### src/rtl/inst_loader_if.sv
// Byte-stream and instruction-memory write bundle for the boot loader.
// The slave side is the loader; the master side feeds bytes and watches the memory port.
interface inst_loader_if #(
  parameter int ADDR_W = 6
);
  logic              load_req;
  logic [7:0]        rx_data;
  logic              rx_valid;
  logic              rx_ready;
  logic              wea;
  logic [ADDR_W-1:0] addra;
  logic [31:0]       dina;
  logic              cpu_hold;
  logic              done;
  logic              err;
  logic [1:0]        err_code;

  modport master (
    output load_req, rx_data, rx_valid,
    input  rx_ready, wea, addra, dina, cpu_hold, done, err, err_code
  );

  modport slave (
    input  load_req, rx_data, rx_valid,
    output rx_ready, wea, addra, dina, cpu_hold, done, err, err_code
  );
endinterface

### src/rtl/inst_loader.sv
// Boot-time instruction memory writer: count byte, big-endian words, XOR checksum.
// Keeps the CPU held in reset until a complete, checksum-verified image is in memory.
module inst_loader #(
  parameter int ADDR_W    = 6,
  parameter int TIMEOUT   = 1000000,
  parameter bit BOOT_HOLD = 1'b1
) (
  input  logic         clk,
  input  logic         rst,
  inst_loader_if.slave bus
);
  localparam int CW  = ADDR_W + 1;
  localparam int CAP = 1 << ADDR_W;
  localparam int TW  = $clog2(TIMEOUT + 1);

  typedef enum logic [2:0] {
    S_IDLE  = 3'd0,
    S_COUNT = 3'd1,
    S_DATA  = 3'd2,
    S_CHECK = 3'd3,
    S_DONE  = 3'd4
  } state_t;

  localparam state_t RST_STATE = BOOT_HOLD ? S_COUNT : S_IDLE;

  state_t            state_q, state_d;
  logic [CW-1:0]     cnt_q, cnt_d;
  logic [CW-1:0]     widx_q, widx_d;
  logic [1:0]        bidx_q, bidx_d;
  logic [23:0]       shift_q, shift_d;
  logic [7:0]        csum_q, csum_d;
  logic [TW-1:0]     tmr_q, tmr_d;
  logic              rx_ready_q, rx_ready_d;
  logic              wea_q, wea_d;
  logic [ADDR_W-1:0] addra_q, addra_d;
  logic [31:0]       dina_q, dina_d;
  logic              cpu_hold_q, cpu_hold_d;
  logic              done_q, done_d;
  logic              err_q, err_d;
  logic [1:0]        err_code_q, err_code_d;

  logic          acc_s;
  logic          timed_out_s;
  logic [CW-1:0] widx_nxt_s;

  assign acc_s       = bus.rx_valid & rx_ready_q;
  assign widx_nxt_s  = widx_q + CW'(1);
  // The idle counter only runs mid-load; hitting TIMEOUT-1 with no byte means this edge reaches TIMEOUT.
  assign timed_out_s = ((state_q == S_DATA) || (state_q == S_CHECK)) && !acc_s
                       && (tmr_q == TW'(TIMEOUT - 1));

  // Next-state and registered-output computation for the load sequencer.
  always_comb begin
    state_d    = state_q;
    cnt_d      = cnt_q;
    widx_d     = widx_q;
    bidx_d     = bidx_q;
    shift_d    = shift_q;
    csum_d     = csum_q;
    tmr_d      = '0;
    wea_d      = 1'b0;
    addra_d    = addra_q;
    dina_d     = dina_q;
    cpu_hold_d = cpu_hold_q;
    done_d     = 1'b0;
    err_d      = err_q;
    err_code_d = err_code_q;

    case (state_q)
      S_IDLE: begin
        if (bus.load_req) begin
          err_d      = 1'b0;
          err_code_d = 2'b00;
          widx_d     = '0;
          bidx_d     = 2'd0;
          csum_d     = 8'h00;
          cpu_hold_d = 1'b1;
          state_d    = S_COUNT;
        end else begin
          state_d = S_IDLE;
        end
      end
      S_COUNT: begin
        if (!acc_s) begin
          state_d = S_COUNT;
        end else if (bus.rx_data == 8'h00) begin
          cnt_d   = CW'(CAP);
          state_d = S_DATA;
        end else if (int'(bus.rx_data) <= CAP) begin
          cnt_d   = CW'(bus.rx_data);
          state_d = S_DATA;
        end else begin
          err_d      = 1'b1;
          err_code_d = 2'b11;
          state_d    = S_IDLE;
        end
      end
      S_DATA: begin
        if (acc_s) begin
          csum_d  = csum_q ^ bus.rx_data;
          shift_d = {shift_q[15:0], bus.rx_data};
          bidx_d  = bidx_q + 2'd1;
          if (bidx_q == 2'd3) begin
            wea_d   = 1'b1;
            addra_d = widx_q[ADDR_W-1:0];
            dina_d  = {shift_q, bus.rx_data};
            widx_d  = widx_nxt_s;
            state_d = (widx_nxt_s == cnt_q) ? S_CHECK : S_DATA;
          end else begin
            state_d = S_DATA;
          end
        end else if (timed_out_s) begin
          err_d      = 1'b1;
          err_code_d = 2'b10;
          state_d    = S_IDLE;
        end else begin
          tmr_d = tmr_q + TW'(1);
        end
      end
      S_CHECK: begin
        if (acc_s) begin
          if (bus.rx_data == csum_q) begin
            done_d     = 1'b1;
            cpu_hold_d = 1'b0;
            state_d    = S_DONE;
          end else begin
            err_d      = 1'b1;
            err_code_d = 2'b01;
            state_d    = S_IDLE;
          end
        end else if (timed_out_s) begin
          err_d      = 1'b1;
          err_code_d = 2'b10;
          state_d    = S_IDLE;
        end else begin
          tmr_d = tmr_q + TW'(1);
        end
      end
      S_DONE: begin
        state_d = S_IDLE;
      end
      default: begin
        state_d = S_IDLE;
      end
    endcase

    rx_ready_d = (state_d == S_COUNT) || (state_d == S_DATA) || (state_d == S_CHECK);
  end

  // State and output registers.
  always_ff @(posedge clk or negedge rst) begin
    if (!rst) begin
      state_q    <= RST_STATE;
      cnt_q      <= '0;
      widx_q     <= '0;
      bidx_q     <= 2'd0;
      shift_q    <= 24'h000000;
      csum_q     <= 8'h00;
      tmr_q      <= '0;
      rx_ready_q <= BOOT_HOLD;
      wea_q      <= 1'b0;
      addra_q    <= '0;
      dina_q     <= 32'h00000000;
      cpu_hold_q <= BOOT_HOLD;
      done_q     <= 1'b0;
      err_q      <= 1'b0;
      err_code_q <= 2'b00;
    end else begin
      state_q    <= state_d;
      cnt_q      <= cnt_d;
      widx_q     <= widx_d;
      bidx_q     <= bidx_d;
      shift_q    <= shift_d;
      csum_q     <= csum_d;
      tmr_q      <= tmr_d;
      rx_ready_q <= rx_ready_d;
      wea_q      <= wea_d;
      addra_q    <= addra_d;
      dina_q     <= dina_d;
      cpu_hold_q <= cpu_hold_d;
      done_q     <= done_d;
      err_q      <= err_d;
      err_code_q <= err_code_d;
    end
  end

  assign bus.rx_ready = rx_ready_q;
  assign bus.wea      = wea_q;
  assign bus.addra    = addra_q;
  assign bus.dina     = dina_q;
  assign bus.cpu_hold = cpu_hold_q;
  assign bus.done     = done_q;
  assign bus.err      = err_q;
  assign bus.err_code = err_code_q;
endmodule
### src/flat_wrapper.sv
// flat-port wrapper written by rule: the top's interface ports become plain ports
module inst_loader_flat 
#(
  parameter int ADDR_W    = 6,
  parameter int TIMEOUT   = 1000000,
  parameter bit BOOT_HOLD = 1'b1
)
  (clk, rst, bus_load_req, bus_rx_data, bus_rx_valid, bus_rx_ready, bus_wea, bus_addra, bus_dina, bus_cpu_hold, bus_done, bus_err, bus_err_code);
  inst_loader_if #(.ADDR_W(ADDR_W)) bus_i ();
  input  logic clk;
  input  logic rst;
  input wire logic [$bits(bus_i.load_req)-1:0] bus_load_req;
  input wire logic [$bits(bus_i.rx_data)-1:0] bus_rx_data;
  input wire logic [$bits(bus_i.rx_valid)-1:0] bus_rx_valid;
  output wire logic [$bits(bus_i.rx_ready)-1:0] bus_rx_ready;
  output wire logic [$bits(bus_i.wea)-1:0] bus_wea;
  output wire logic [$bits(bus_i.addra)-1:0] bus_addra;
  output wire logic [$bits(bus_i.dina)-1:0] bus_dina;
  output wire logic [$bits(bus_i.cpu_hold)-1:0] bus_cpu_hold;
  output wire logic [$bits(bus_i.done)-1:0] bus_done;
  output wire logic [$bits(bus_i.err)-1:0] bus_err;
  output wire logic [$bits(bus_i.err_code)-1:0] bus_err_code;
  assign bus_i.load_req = bus_load_req;
  assign bus_i.rx_data = bus_rx_data;
  assign bus_i.rx_valid = bus_rx_valid;
  assign bus_rx_ready = bus_i.rx_ready;
  assign bus_wea = bus_i.wea;
  assign bus_addra = bus_i.addra;
  assign bus_dina = bus_i.dina;
  assign bus_cpu_hold = bus_i.cpu_hold;
  assign bus_done = bus_i.done;
  assign bus_err = bus_i.err;
  assign bus_err_code = bus_i.err_code;
  inst_loader #(.ADDR_W(ADDR_W), .TIMEOUT(TIMEOUT), .BOOT_HOLD(BOOT_HOLD)) u_core (.clk(clk), .rst(rst), .bus(bus_i));
endmodule
### config.mk
export PLATFORM = sky130hd
export DESIGN_NAME = inst_loader_flat
export DESIGN_NICKNAME = d
export VERILOG_FILES = /design/src/rtl/inst_loader_if.sv /design/src/rtl/inst_loader.sv /design/src/flat_wrapper.sv
export SDC_FILE = /design/constraint.sdc
export NUM_CORES = 1
export LEC_CHECK = 0
export ABC_CLOCK_PERIOD_IN_PS = 4480
export CORE_MARGIN = 2
export CORE_UTILIZATION = 58
export DETAILED_ROUTE_END_ITERATION = 8
export PLACE_DENSITY = 0.85
export SYNTH_ARGS = -nofsm -noshare
export SYNTH_HDL_FRONTEND = slang
export SYNTH_SLANG_ARGS = --single-unit
### constraint.sdc
create_clock -name clk -period 4.48 [get_ports clk]
set_input_delay 0.448 -clock clk [delete_from_list [all_inputs] [get_ports clk]]
set_output_delay 0.448 -clock clk [all_outputs]
set_load 0.05 [all_outputs]
==> summary.json, run 1 <==
{
  "final.setup.worst_slack_ns": 2.16,
  "ios": 57,
  "die_area_mm2": 0.00941,
  "finalSetupTns_ns": 0,
  "slew-limit-headroom": 0.244,
  "power_density_mw_per_mm2": 589,
  "n_antenna_cell": 0,
  "drt-vias-per-instance": 5.92,
  "maxSlewViolCount": 0,
  "synth_flop_cell": "dfrtp_1",
  "ant_nets": 0,
  "post_cts.repair.setup_buffers": 0,
  "clock-skew-final_ns": 0.00819,
  "netlist_area_before_placement_mm2": 0.00502,
  "status": "completed",
  "io_buffer_count": 56,
  "mostFrequentLayoutCell": "nand2_1",
  "switching_share": 0.311,
  "global_route.usage.total": 0.270,
  "die_w_um": 97.0,
  "ys_ff_latch": 116,
  "route.vias.total": 3943,
  "grt_max_degree": 76,
  "clk_pin_slew_worst_paths_ns": 0.06,
  "place_inst": 634,
  "dp_worst_setup_slack_ns": 1.88,
  "drt-initial-drc-count": 337,
  "critPathCaptureType": "register",
  "routed_wirelength_mm": 12.3,
  "core_area_mm2": 0.00830,
  "power_switching_mw": 1.16,
  "dp_hpwl_mm": 7.24,
  "detail_route.wl_per_cell_um": 18.5,
  "timing.max_cap.violations": 0,
  "dr.pass1.iters": 5,
  "synthesis.nets": 500,
  "layout_common_cells": "nand2_1, dfrtp_1, clkdlybuf4s50_1",
  "grt_pass1_vias": 4028,
  "grt_first_pass_wirelength_mm": 20.2,
  "clk_root_buffer_cell": "clkbuf_8",
  "clkPwrFrac": 0.417,
  "cts-htree-levels": 4,
  "timing_worst_setup_path_type": "reg -> reg",
  "setup_viol": 0,
  "pwr-share-comb": 0.196,
  "max-clock-path-buffers": 2,
  "utilization": 0.765,
  "cts_hold_buf": 0,
  "cp.required_ns": 4.89,
  "post-route-drc-count": 0,
  "clock_latency_ns": 0.52,
  "post_cts_resized": 0,
  "timing_hold_violations_final": 0,
  "cts_tree": "built",
  "floorplan.rows": 33,
  "layout-area-overhead-vs-synth_pct": 26.4,
  "synth_edf_count": 0,
  "async_set_reset_flop_share_out_of_synthesis": 1.00,
  "cp.arrival_ns": 2.74,
  "hold-worst-slack_ns": 0.0720,
  "final_cell_count_no_fill": 666,
  "grt.overflow.total": 0,
  "startpoint_type": "register",
  "drive_above_1_share": 0.135,
  "min_period_ns": 2.32,
  "synth_warnings": 0,
  "sequentialPowerShare": 0.387,
  "antenna_found_initial": 0,
  "hold_class": "in -> async",
  "p_int_mw": 2.57,
  "max_freq_ghz": 0.430,
  "cts_made_buffers": 17,
  "starting_utilization_of_the_core_area": 0.605,
  "syn-instance-count": 485,
  "synth_area_per_cell_um2": 10.3,
  "die_h_um": 97.0,
  "final_nets": 563,
  "grt_setup_unrepaired": "no",
  "worst_pin_slew_ns": 1.13,
  "synthDistinctLibCells": 40,
  "gp_routability_congestion": 0.904,
  "layout_worst_path_cycle_share": 0.519,
  "power.leakage_nw": 3.06,
  "worstRegToRegCells": 5,
  "vdd_ir_drop_max_v": 0.000342,
  "yosysSeqAreaShare": 0.579,
  "critical_path_peak_fanout": 34,
  "clkSinkCount": 116
}
synth_stat cells (2+ instances only):
cell type | number | share of area
mux2_4 | 6 | 0.018
and2_1 | 5 | 0.0062
clkbuf_1 | 8 | 0.0060
a311o_1 | 2 | 0.0040
nor3_1 | 2 | 0.0020
ha_1 | 3 | 0.0075
nand4_1 | 6 | 0.0075
inv_1 | 4 | 0.0030
nor3b_1 | 3 | 0.0045
a21oi_1 | 3 | 0.0030
or4_1 | 2 | 0.0030
dfrtp_1 | 113 | 0.56
nand3_1 | 14 | 0.014
nor2_1 | 44 | 0.033
and4_1 | 5 | 0.0087
o21ai_0 | 28 | 0.028
mux2_2 | 25 | 0.056
xnor2_1 | 15 | 0.026
and3_1 | 6 | 0.0075
xor2_1 | 22 | 0.038
nor4_1 | 4 | 0.0050
dfstp_2 | 3 | 0.016
nand2_1 | 139 | 0.10
buf_2 | 6 | 0.0060
o31ai_1 | 2 | 0.0030
per-layer routing:
layer	wire length, µm	GRT usage	share of wire
met1	4980	0.333	0.40
met5	0	0	0
met4	378	0.108	0.031
met3	708	0.0708	0.057
met2	6270	0.456	0.51
sequential cells by signal, indices dropped and copies added (netlist names), 2 cells and up:
name / count
u_core.state_q: 3
u_core.tmr_q: 20
u_core.cnt_q: 7
u_core.bus.addra: 6
u_core.bus.dina: 32
u_core.bidx_q: 2
u_core.shift_q: 24
u_core.csum_q: 8
u_core.widx_q: 7
u_core.bus.err_code: 2
path summary, 6_finish.rpt:
check	to	slack [ns]	startpoint
setup / recovery	u_core.csum_q[0]$_DFFE_PN0P_	2.16	u_core.state_q[1]$_DFF_PN0_
hold / removal	u_core.widx_q[0]$_DFFE_PN0P_	0.07	rst
setup reg to reg	u_core.csum_q[0]$_DFFE_PN0P_	2.16	u_core.state_q[1]$_DFF_PN0_
hold reg to reg	u_core.tmr_q[0]$_DFF_PN0_	0.45	u_core.tmr_q[0]$_DFF_PN0_
max in group asynchronous	u_core.cnt_q[4]$_DFFE_PN0P_	3.32	rst
min in group clk	u_core.tmr_q[0]$_DFF_PN0_	0.45	u_core.tmr_q[0]$_DFF_PN0_
critical path, stage by stage (launching register included):
cell     delay (ns)
dfrtp_1        0.48
nor3b_1        0.38
nand2_1        0.74
nor2_1         0.32
o21ai_0        0.14
o21ai_0        0.15
area by class of cell:
cell class              count  area (µm²)
clock inverters            14         246
multi-input cells         350        2040
flip-flops and latches    116        2910
repair buffers             59         581
clock buffers              18         428
fillers                   487        1950
well taps                 105         131
inverters                   4        15.0
cells by family after synthesis:
family,after synthesis,share of synthesized area
and+or+nand+nor,237,0.208
buffers and inverters,19,0.0160
AOI/OAI and AO/OA,42,0.0506
adders and majority gates,3,0.00748
xor gates and xnor gates,37,0.0646
muxes,31,0.0740
DFF,116,0.579
per-stage QoR:
stage / power, mW / cell area [µm²]
6_report: 3.74 / 6340
5_1_grt: 3.87 / 6340
4_1_cts: 3.73 / 6340
3_5_place_dp: 2.14 / 5670
3_3_place_gp: 2.10 / 5670
2_1_floorplan: 1.90 / 5020
power by group through the flow:
stage	sequential [mW]	clock [mW]	combinational, mW
2_1_floorplan	1.49	0	0.412
3_3_place_gp	1.44	0	0.667
3_5_place_dp	1.44	0	0.695
4_1_cts	1.44	1.56	0.725
5_1_grt	1.47	1.62	0.789
6_report	1.45	1.56	0.732
Note: power is estimated with default switching activity, not from simulation.
==> inputs of run 2 (changes only) <==
Settings changed: ABC_CLOCK_PERIOD_IN_PS 4480 to 2200, CORE_UTILIZATION 58 to 56, PLACE_DENSITY 0.85 to 0.83.
Clock period 4.48 ns to 2.2 ns, I/O delays scaled along.
==> run 2 against run 1 <==
  * Setup slack got worse by 2.0 ns
  * Critical path type is now reg -> out
  * Register-to-register slack got worse by 2.0 ns
  * Count of clock-buffer cells in the layout up 5
  * Global-route usage rose by 0.32 points
  * Clock power increased by 81%
  * Core utilization is 1.6 points lower
  * Routed wire length up 1.4%
  * Combinational power is 120% higher
  * Total power is 98% higher
  * First-iteration DRC count grew 15%
  * Highest routed layer unchanged
==> summary.json, run 2 (same netlist as run 1, synthesis figures left out) <==
{
  "grt_max_degree": {"value": 48, "change": "was 76"},
  "hold_class": {"value": "in -> async", "change": "unchanged"},
  "final_cell_count_no_fill": {"value": 697, "change": "was 666"},
  "reg2reg_from": {"value": "u_core.state_q[2]$_DFF_PN0_", "change": "was u_core.state_q[1]$_DFF_PN0_"},
  "post-route-drc-count": {"value": 0, "change": "unchanged"},
  "cp.required": {"value": 1.98, "unit": "ns", "change": "was 4.89 ns"},
  "clk_pin_slew_worst_paths": {"value": 0.06, "unit": "ns", "change": "about the same"},
  "postPlaceCellArea": {"value": 0.00590, "unit": "mm²", "change": "was 0.00567 mm²"},
  "largest_reg_flops": {"value": 32, "change": "unchanged"},
  "drt-initial-drc-count": {"value": 389, "change": "was 337"},
  "finalSetupTns": {"value": 0, "unit": "ns", "change": "unchanged"},
  "routed_wirelength": {"value": 12.5, "unit": "mm", "change": "was 12.3 mm"},
  "drive_above_1_share": {"value": 0.170, "change": "was 0.135"},
  "design_power_total": {"value": 7.39, "unit": "mW", "change": "was 3.74 mW"},
  "min_period_ns": 2.08,
  "power.leakage": {"value": 3.18, "unit": "nW", "change": "was 3.06 nW"},
  "slew-limit-headroom": {"value": 0.632, "change": "was 0.244"},
  "ios": {"value": 57, "change": "unchanged"},
  "cpMaxStageDelayCell": {"value": "clkdlybuf4s50_1", "change": "was nand2_1"},
  "cts_made_buffers": {"value": 17, "change": "unchanged"},
  "drt-vias-per-instance": {"value": 5.79, "change": "was 5.92"},
  "die_area": {"value": 0.00973, "unit": "mm²", "change": "was 0.00941 mm²"},
  "ant_nets": {"value": 0, "change": "unchanged"},
  "n_antenna_cell": {"value": 0, "change": "unchanged"},
  "worst_pin_slew": {"value": 0.551, "unit": "ns", "change": "was 1.13 ns"},
  "grt_first_pass_wirelength": {"value": 20.8, "unit": "mm", "change": "was 20.2 mm"},
  "route.vias.total": {"value": 4036, "change": "was 3,943"},
  "cp.arrival": {"value": 1.86, "unit": "ns", "change": "was 2.74 ns"},
  "path_cells": {"value": "clkdlybuf4s50_1", "change": "was nor3b_1, nand2_1, nor2_1, o21ai_0, o21ai_0"},
  "power_density": {"value": 1130, "unit": "mW/mm²", "change": "was 589 mW/mm²"},
  "grt_pass1_vias": {"value": 4184, "change": "was 4,028"},
  "cts-htree-levels": {"value": 4, "change": "unchanged"},
  "setup_viol": {"value": 0, "change": "unchanged"},
  "timing.max_cap.violations": {"value": 0, "change": "unchanged"},
  "gp_routability_congestion": {"value": 0.868, "change": "was 0.904"},
  "layout_common_cells": {"value": "nand2_1, dfrtp_1, clkdlybuf4s50_1", "change": "unchanged"},
  "worst_setup_path_startpoint": {"value": "u_core.bus.cpu_hold$_DFFE_PN1P_", "change": "was u_core.state_q[1]$_DFF_PN0_"},
  "critical_path_peak_fanout": {"value": 2, "change": "was 34"},
  "global_route.usage.total": {"value": 0.274, "change": "was 0.270"},
  "starting_utilization_of_the_core_area": {"value": 0.575, "change": "was 0.605"},
  "critical-path-max-stage-delay": {"value": 0.80, "unit": "ns", "change": "was 0.74 ns"},
  "clkSinkCount": {"value": 116, "change": "unchanged"},
  "place_inst": {"value": 664, "change": "was 634"},
  "critPathCaptureType": {"value": "primary output", "change": "was register"},
  "layout-area-overhead-vs-synth": {"value": 30.0, "unit": "%", "change": "was 26.4%"},
  "status": {"value": "completed", "change": "unchanged"},
  "mostFrequentLayoutCell": {"value": "nand2_1", "change": "unchanged"},
  "layout_worst_path_cycle_share": 0.948,
  "max_freq_ghz": 0.480,
  "setup.reg_to_reg.worst_slack": {"value": 0.13, "unit": "ns", "change": "was 2.16 ns"},
  "crit_cells": {"value": 1, "change": "was 5"},
  "maxSlewViolCount": {"value": 0, "change": "unchanged"},
  "timing_hold_violations_final": {"value": 0, "change": "unchanged"},
  "post-route-cell-area": {"value": 0.00653, "unit": "mm²", "change": "was 0.00634 mm²"},
  "core_area": {"value": 0.00872, "unit": "mm²", "change": "was 0.00830 mm²"},
  "dr.pass1.iters": {"value": 6, "change": "was 5"},
  "rr_endpoint": {"value": "u_core.widx_q[2]$_DFFE_PN0P_", "change": "was u_core.csum_q[0]$_DFFE_PN0P_"},
  "grt_setup_unrepaired": {"value": "no", "change": "unchanged"},
  "crit_buf_inv": {"value": 1, "change": "was 0"},
  "hold-worst-slack": {"value": 0.230, "unit": "ns", "change": "was 0.0720 ns"},
  "die_w": {"value": 98.7, "unit": "µm", "change": "was 97.0 µm"},
  "detail_route.wl_per_cell": {"value": 18.0, "unit": "µm", "change": "was 18.5 µm"},
  "clk_root_buffer_cell": {"value": "clkbuf_8", "change": "unchanged"},
  "path_delay_family": {"value": "buffers and inverters", "change": "was simple AND/OR/NAND/NOR gates"},
  "io_buffer_count": {"value": 56, "change": "unchanged"},
  "max-clock-path-buffers": {"value": 2, "change": "unchanged"},
  "worstRegToRegCells": {"value": 6, "change": "was 5"},
  "setup_crit_end": {"value": "bus_cpu_hold", "change": "was u_core.csum_q[0]$_DFFE_PN0P_"},
  "fill_cells": {"value": 521, "change": "was 487"},
  "clock_latency": {"value": 0.52, "unit": "ns", "change": "about the same"},
  "timing_worst_setup_path_type": {"value": "reg -> out", "change": "was reg -> reg"},
  "die_h": {"value": 98.7, "unit": "µm", "change": "was 97.0 µm"},
  "clock-skew-final": {"value": 0.00919, "unit": "ns", "change": "was 0.00819 ns"},
  "final_nets": {"value": 591, "change": "was 563"},
  "cts_tree": {"value": "built", "change": "unchanged"},
  "vdd_ir_drop_max": {"value": 0.000659, "unit": "V", "change": "was 0.000342 V"},
  "dp_hpwl": {"value": 7.94, "unit": "mm", "change": "was 7.24 mm"},
  "startpoint_type": {"value": "register", "change": "unchanged"},
  "floorplan.rows": {"value": 34, "change": "was 33"},
  "grt.overflow.total": {"value": 0, "change": "unchanged"},
  "post_cts.repair.setup_buffers": {"value": 0, "change": "unchanged"},
  "antenna_found_initial": {"value": 0, "change": "unchanged"}
}
-- run 2: cell types whose count changed in the layout (fill, tap and decap cells not counted) --
cell and change:
inv_6 -4, bufinv_16 -2, clkbuf_1 +4, nor3_1 -1
buf_4 +25, clkinv_2 +3, dlygate4sd3_1 +1, buf_12 +2
nor3_2 +1, clkbuf_8 +1, clkinvlp_4 -2
-- run 2: what timing repair did --
item | CTS | global route
endpoints found under the setup margin | 0 | 1
hold buffers | 1 | 0
hold endpoints to repair | 37 | 0
resized for setup | 0 | 1
-- run 2: through the flow --
stage	utilization	setup slack, ns
3_5_place_dp	0.677	-0.0497
6_report	0.748	0.115
4_1_cts	0.748	0.0996
2_1_floorplan	-	0.189
3_3_place_gp	0.677	0.0110
5_1_grt	0.748	0.00708
-- run 2: area by class of cell --
class,count,area [µm²],share of cell area
sequential,116,2910,0.445
inverter,4,15.0,0.00230
clock inverter,9,151,0.0232
clock buffer,23,457,0.0700
tap,108,135,0.0207
timing repair buffer,87,818,0.125
multi-input combinational,350,2040,0.313
-- run 2: worst min path at each step --
stage,cells after the start,start,endpoint
2_1_floorplan,0,rst,u_core.bidx_q[0]$_DFFE_PN0P_
3_3_place_gp,1,rst,u_core.widx_q[3]$_DFFE_PN0P_
3_5_place_dp,1,rst,u_core.bus.addra[4]$_DFFE_PN0P_
4_1_cts,2,rst,u_core.bus.addra[4]$_DFFE_PN0P_
5_1_grt,2,rst,u_core.bus.addra[4]$_DFFE_PN0P_
6_report,2,rst,u_core.bus.addra[4]$_DFFE_PN0P_
-- run 2: report_power, final --
| part | switching (mW) | internal (mW) |
|---|---|---|
| Clock | 0.936 | 1.89 |
| Combinational | 0.952 | 0.652 |
| Sequential | 0.386 | 2.57 |
| Total | 2.27 | 5.12 |
-- run 2: layer usage --
| layer | GRT usage | up-vias | part of all wire |
|---|---|---|---|
| met1 | 0.334 | 1986 | 0.39 |
| li1 | - | 1813 | - |
| met3 | 0.0809 | 37 | 0.061 |
| met4 | 0.107 | 0 | 0.028 |
| met2 | 0.460 | 200 | 0.52 |
| met5 | 0 | - | 0 |
==> inputs of run 3 (changes only) <==
Settings changed: HOLD_SLACK_MARGIN from default to 0.06.
==> results of run 3 <==
Same layout as run 2: the final DEF is identical, and so are final timing and power.
